[config.mk]
export PLATFORM = sky130hd
export DESIGN_NAME = result_bcd_converter
export DESIGN_NICKNAME = d
export VERILOG_FILES = /design/src/rtl/calc_pkg.sv /design/src/rtl/bcd_add3_digit.sv /design/src/rtl/result_bcd_converter.sv
export SDC_FILE = /design/constraint.sdc
export NUM_CORES = 1
export LEC_CHECK = 0
export BUFFER_PORTS_ARGS = -buffer_cell sky130_fd_sc_hd__buf_2
export CAP_MARGIN = 20
export CORE_MARGIN = 2
export CORE_UTILIZATION = 40
export CTS_BUF_LIST = sky130_fd_sc_hd__clkbuf_8
export CTS_CLUSTER_SIZE = 10
export DETAILED_ROUTE_END_ITERATION = 6
export SLEW_MARGIN = 25
export SYNTH_ARGS = -nofsm -noshare
export SYNTH_HDL_FRONTEND = slang
export SYNTH_HIERARCHICAL = 1
export SYNTH_SLANG_ARGS = --single-unit
[constraint.sdc]
create_clock -name clk -period 2.88 [get_ports clk]
set_input_delay 0.432 -clock clk [delete_from_list [all_inputs] [get_ports clk]]
set_output_delay 0.432 -clock clk [all_outputs]
set_load 0.005 [all_outputs]
[src/rtl/calc_pkg.sv]
// Shared calculator datapath constants and the BCD converter state encoding.
package calc_pkg;

  localparam int unsigned BCD_DIGIT_W = 4;
  localparam int unsigned CALC_WIDTH  = 8;
  localparam int unsigned CALC_DIGITS = 3;

  typedef enum logic {
    IDLE,
    SHIFT
  } state_e;

endpackage

[src/rtl/bcd_add3_digit.sv]
// Double-dabble digit correction: add 3 to a BCD digit that is 5 or more.
module bcd_add3_digit
  import calc_pkg::*;
(
  input  logic [BCD_DIGIT_W-1:0] digit_i,
  output logic [BCD_DIGIT_W-1:0] digit_o
);

  assign digit_o = (digit_i >= BCD_DIGIT_W'(5)) ? digit_i + BCD_DIGIT_W'(3) : digit_i;

endmodule

[src/rtl/result_bcd_converter.sv]
// Iterative binary-to-BCD converter (shift-and-add-3), one bit per cycle.
module result_bcd_converter
  import calc_pkg::*;
#(
  parameter int unsigned WIDTH  = CALC_WIDTH,
  parameter int unsigned DIGITS = CALC_DIGITS
) (
  input  logic                      clk,
  input  logic                      reset,
  input  logic                      start,
  input  logic [WIDTH-1:0]          bin,
  output logic                      busy,
  output logic                      done,
  output logic [BCD_DIGIT_W*DIGITS-1:0] bcd
);

  localparam int unsigned BCD_W = BCD_DIGIT_W * DIGITS;
  localparam int unsigned CNT_W = $clog2(WIDTH + 1);

  state_e             state_q, state_d;
  logic [WIDTH-1:0]   shift_q, shift_d;
  logic [BCD_W-1:0]   scratch_q, scratch_d;
  logic [BCD_W-1:0]   corr_c;
  logic [CNT_W-1:0]   cnt_q, cnt_d;
  logic [BCD_W-1:0]   bcd_q, bcd_d;
  logic               done_q, done_d;
  logic               busy_q, busy_d;

  // Per-digit correction applied before every shift.
  for (genvar g = 0; g < DIGITS; g++) begin : g_add3
    bcd_add3_digit u_add3 (
      .digit_i (scratch_q[g*BCD_DIGIT_W +: BCD_DIGIT_W]),
      .digit_o (corr_c[g*BCD_DIGIT_W +: BCD_DIGIT_W])
    );
  end

  always_ff @(posedge clk) begin
    if (reset) begin
      state_q   <= IDLE;
      shift_q   <= '0;
      scratch_q <= '0;
      cnt_q     <= '0;
      bcd_q     <= '0;
      done_q    <= 1'b0;
      busy_q    <= 1'b0;
    end else begin
      state_q   <= state_d;
      shift_q   <= shift_d;
      scratch_q <= scratch_d;
      cnt_q     <= cnt_d;
      bcd_q     <= bcd_d;
      done_q    <= done_d;
      busy_q    <= busy_d;
    end
  end

  always_comb begin
    state_d   = state_q;
    shift_d   = shift_q;
    scratch_d = scratch_q;
    cnt_d     = cnt_q;
    bcd_d     = bcd_q;
    done_d    = 1'b0;
    busy_d    = busy_q;
    case (state_q)
      IDLE: begin
        busy_d = 1'b0;
        if (start) begin
          shift_d   = bin;
          scratch_d = '0;
          cnt_d     = CNT_W'(WIDTH);
          state_d   = SHIFT;
          busy_d    = 1'b1;
        end
      end
      SHIFT: begin
        scratch_d = {corr_c[BCD_W-2:0], shift_q[WIDTH-1]};
        shift_d   = {shift_q[WIDTH-2:0], 1'b0};
        cnt_d     = cnt_q - CNT_W'(1);
        // Last bit shifted in: publish the whole result at once.
        if (cnt_q == CNT_W'(1)) begin
          bcd_d   = scratch_d;
          done_d  = 1'b1;
          state_d = IDLE;
          busy_d  = 1'b0;
        end
      end
      default: begin
        state_d = IDLE;
        busy_d  = 1'b0;
      end
    endcase
  end

  assign busy = busy_q;
  assign done = done_q;
  assign bcd  = bcd_q;

endmodule
# Yosys cells after proc, flatten, opt, wreduce, memory -nomap -nowiden
# Index checks and enable logic that the tools add are counted.
dict set report totals {
  ff_bits 39
  in_bits 11
  out_inout_bits 14
  elab_cells 35
}
dict set report op_classes {
  n_bitwise 1
  reduce_logical 2
  n_mux 15
  addsub 4
  eq_ne 3
  order_cmp 3
}
# op n
set op_table {}
lappend op_table {{12-bit case mux with 2 select lines} 1}
lappend op_table {{8-bit case mux with 2 select lines} 1}
lappend op_table {{4-bit by 3-bit >= comparator with 1-bit output (second input constant)} 3}
lappend op_table {{12-bit 2-to-1 mux} 1}
lappend op_table {{4-bit 2-to-1 mux} 3}
lappend op_table {{4-bit by 2-bit adder with 4-bit output (second input constant)} 2}
lappend op_table {{8-bit 2-to-1 mux} 1}
lappend op_table {{4-bit case mux with 2 select lines} 1}
lappend op_table {{4-bit by 1-bit equality test with 1-bit output (second input constant)} 1}
lappend op_table {{1-bit 2-to-1 mux} 4}
lappend op_table {{1-bit case mux with 2 select lines} 2}
lappend op_table {{4-bit by 1-bit subtractor with 4-bit output (second input constant)} 1}
lappend op_table {{3-bit by 2-bit adder with 3-bit output (second input constant)} 1}
lappend op_table {{3-bit 2-to-1 mux} 1}
lappend op_table {{2-bit by 1-bit inequality test with 1-bit output (second input constant)} 1}
lappend op_table {{2-bit inequality test (second input constant)} 1}
lappend op_table {{2-bit AND reduction} 1}
lappend op_table {{2-bit OR reduction} 1}
lappend op_table {{1-bit NOT} 1}

# Logic depth before layout (Yosys ltp)
dict set report depth {
  ltp_word 3
  ltp_mapped 7
  depth_no_buf 7
}

# Cells and area by module
# Netlist, hierarchy kept.
# mod seq_area_each_um2 n_inst cells_per_inst area_each_um2
set modules_own_cells {}
lappend modules_own_cells {result_bcd_converter 780.7 1 175 1707.9}
lappend modules_own_cells {bcd_add3_digit 0.0 3 16 101.3}

# Worst setup path after synthesis
# No wires, ideal clock.
dict set report synth_path {
  path_kind {register to register}
  startpoint {register scratch_q[1]}
  endpoint {register bcd_q[2], in the netlist bcd[2]}
  slack_ns 1.540
  required_ns 2.810
  path_stages_with_launch 8
  period_less_slack_ns 1.340
  setup_ns 0.070
  t_arrival_ns 1.270
  path_buffers 0
  path_cell_list {dfxtp_1 inv_1 ha_1 nand2b_1 a21oi_2 mux2i_1 nand2_1 a21oi_2}
}
dict set report synth_between {
  elab_chain_cells 2
  elab_cells_between_ends 3
  classes_between {add/sub: 1; order compare: 1; mux: 1}
}
# item line
set synth_rtl {}
lappend synth_rtl {{start: declaration} result_bcd_converter.sv:22} ;# logic [BCD_W-1:0] scratch_q, scratch_d;
lappend synth_rtl {{start signal: assignment} result_bcd_converter.sv:49} ;# scratch_q <= scratch_d;
lappend synth_rtl {{4-bit by 2-bit adder with 4-bit output or 4-bit by 3-bit >= comparator with 1-bit output (tied branches)} bcd_add3_digit.sv:9} ;# assign digit_o = (digit_i >= BCD_DIGIT_W'(5)) ? digit_i + BCD_DIGIT_W'(3) : digit_i;
lappend synth_rtl {{4-bit 2-to-1 mux (*)} bcd_add3_digit.sv:9}
lappend synth_rtl {{named net corr_c[1]} result_bcd_converter.sv:23} ;# logic [BCD_W-1:0] corr_c;
lappend synth_rtl {{end signal: assignment} result_bcd_converter.sv:43} ;# bcd_q <= '0;
lappend synth_rtl {{end signal: assignment} result_bcd_converter.sv:51} ;# bcd_q <= bcd_d;
lappend synth_rtl {{end: declaration} result_bcd_converter.sv:25} ;# logic [BCD_W-1:0] bcd_q, bcd_d;
# The timed path passes the listed nets; every way through them passes the cells marked *.
# A chain may end at the register's enable or synchronous reset.

# Final worst setup path
dict set report layout_path {
  startpoint {register state_q}
  endpoint {register bcd_q[1], in the netlist bcd[1]}
}
dict set report layout_between {
  elab_chain_cells 1
}
# item line
set layout_rtl {}
lappend layout_rtl {{start: declaration} result_bcd_converter.sv:20} ;# state_e state_q, state_d;
lappend layout_rtl {{start signal: assignment} result_bcd_converter.sv:47} ;# state_q <= state_d;
lappend layout_rtl {{2-bit AND reduction (no line)} -}
# No other way between the ends.

==> summary.txt <==
status: completed
DRC: 0
CP cell instances: buf_4, nand4bb_1, nand2_1, a21oi_2
Final Hold Fails: 0
clock root buffer: clkbuf_8
largest net degree at the start of global routing: 40
first-iteration detailed-routing DRC count: 48
Die Area: 5560 um2
drt via density: 4.761
kind of critical path: flip-flop to flip-flop
Max H-tree Level: 2
average size of a mapped cell: 9.095 um2
Setup TNS: 0 ns
share of layout cells above drive strength 1: 0.2678
buffer count from post-CTS setup fixing: 0
filler cell count: 505
Final setup viols: 0
global route total overflow: 0
Mapped Cells: 219
vias: 1,457
Leak Pwr: 0.8750 nW
drt first pass iters: 4
Hold WC Path Type: flip-flop to flip-flop
initial antenna violation count: 0
diodes inserted: 0
# clock sinks: 39
critical path startpoint category: flip-flop
Total Wirelength: 3454 um
fin. max-slew vios: 0
max-cap violation count: 0
clock-pin slew on the worst setup and hold paths: 0.07 ns
fin crit share: 0.5821
Critical Path AT: 1.82 ns
worst-margin pin slew: 0.7978 ns
HPWL after DPL: 2307 um
Die Ht: 74.57 um
Synth Warn #: 6
initial core utilization: 0.4189
maximum VDD drop: 248.0 uV
CTS Buf Count: 5
placed inst area: 2095 um2
TritonCTS clock tree: done
area delta synth->final: 9.359%
Final Wtd Congestion: 0.7411
post-route design area: 2178 um2
delay-heaviest family, CP: simple AND/OR/NAND/NOR gates
post_cts resized: 0
Die X-Extent: 74.57 um
vias in the first global route: 1,390
Core Box Area: 4755 um2
Power Density: 467.6 nW/um2
Critical Path Max Stage Delay: 0.57 ns
DR WL/cell: 11.29 um
Layout Skew: 0.007676 ns
Rel. slew slack: 0.4681
critical path peak fanout: 25
slowest stage cell, crit path: nand4bb_1
Min Clock Period, post-route: 1.677 ns
CP Capture Type: flip-flop
critical path required time: 3.03 ns
Worst Path Buf+Inv: 1
clk_lat worst skew: 0.29 ns
GRT Util Overall: 0.1451
Mapped Nets: 238
Final Net Count: 257
first-pass GRT wire length: 6189 um
RSZ-0062 raised after global routing: false
fmax: 596.5 MHz
Post-CTS Hold Buffers: 0
Rows: 25
Post-Syn Area: 1992 um2
CTS max path bufs: 2
Port Buffers: 24
Reg area: 780.7 um2
I/O pins: 25
multi-input logic area: 1061 um2
Final ANT Viol Nets: 0
## worst paths after layout
check / to / start / slack (ns) / cells after the start
worst max-delay path: bcd[1] / state_q / 1.20 / 4
worst min-delay path: bcd[7] / bcd[7] / 0.45 / 2
worst max register to register: bcd[1] / state_q / 1.20 / 4
worst min register to register: bcd[7] / bcd[7] / 0.45 / 2
## power breakdown
group | leakage, nW | total [mW] | switching (mW) | internal (mW)
Clock | 0.0477 | 0.357 | 0.191 | 0.166
Sequential | 0.317 | 0.566 | 0.0116 | 0.554
Combinational | 0.511 | 0.0958 | 0.0538 | 0.0420
## layer usage
| metal | up-vias | GRT usage | wire length, um |
|---|---|---|---|
| met5 | - | 0 | 0 |
| met4 | 0 | 0.05357 | 58 |
| met3 | 5 | 0.04201 | 122 |
| met2 | 24 | 0.2360 | 1576 |
| met1 | 661 | 0.1827 | 1696 |
| li1 | 767 | - | - |
## cell usage in the layout, fill, tap and decap left out, drive strengths merged
cell type,n
or2,1
a311oi,1
nand3b,1
buf,26
nor3,3
ha,8
clkbuf,5
o311ai,1
dfxtp,39
clkinv,3
o21ai,5
nor2,26
and4bb,1
xnor2,3
nor2b,1
nor3b,12
nand2b,7
nand2,35
nand4bb,1
o31a,1
a21oi,30
o31ai,1
inv,9
mux2i,12
mux2,7
## registers in the layout, indices dropped and copies added (netlist names)
register / count
bcd: 12
busy: 1
cnt_q: 4
done: 1
scratch_q: 12
shift_q: 8
state_q: 1
## worst min-delay path: stages (launching register included)
cell	delay [ns]
dfxtp_1	0.31
nand2_1	0.05
a21oi_1	0.05
## area by class of cell
class                           count  area share
Clock buffer                        5     0.03159
Clock inverter                      3    0.006893
Inverter                            9     0.01551
Multi-Input combinational cell    157      0.4871
Sequential cell                    39      0.3584
Tap cell                           67     0.03848
Timing Repair Buffer               26     0.06203
## per-stage QoR
stage / hold WS, ns / power [mW] / setup WS, ns / util / std cells
global placement: 0.4460 / 0.6750 / 1.213 / 0.4405 / 298
finish: 0.4538 / 1.019 / 1.203 / 0.4582 / 306
detailed placement: 0.4472 / 0.6759 / 1.152 / 0.4405 / 298
floorplan: 0.4514 / 0.6640 / 1.540 / - / 219
global route: 0.4807 / 1.070 / 1.014 / 0.4582 / 306
CTS: 0.4554 / 1.040 / 1.141 / 0.4582 / 306
No activity file was read; power rests on OpenSTA's default activity.
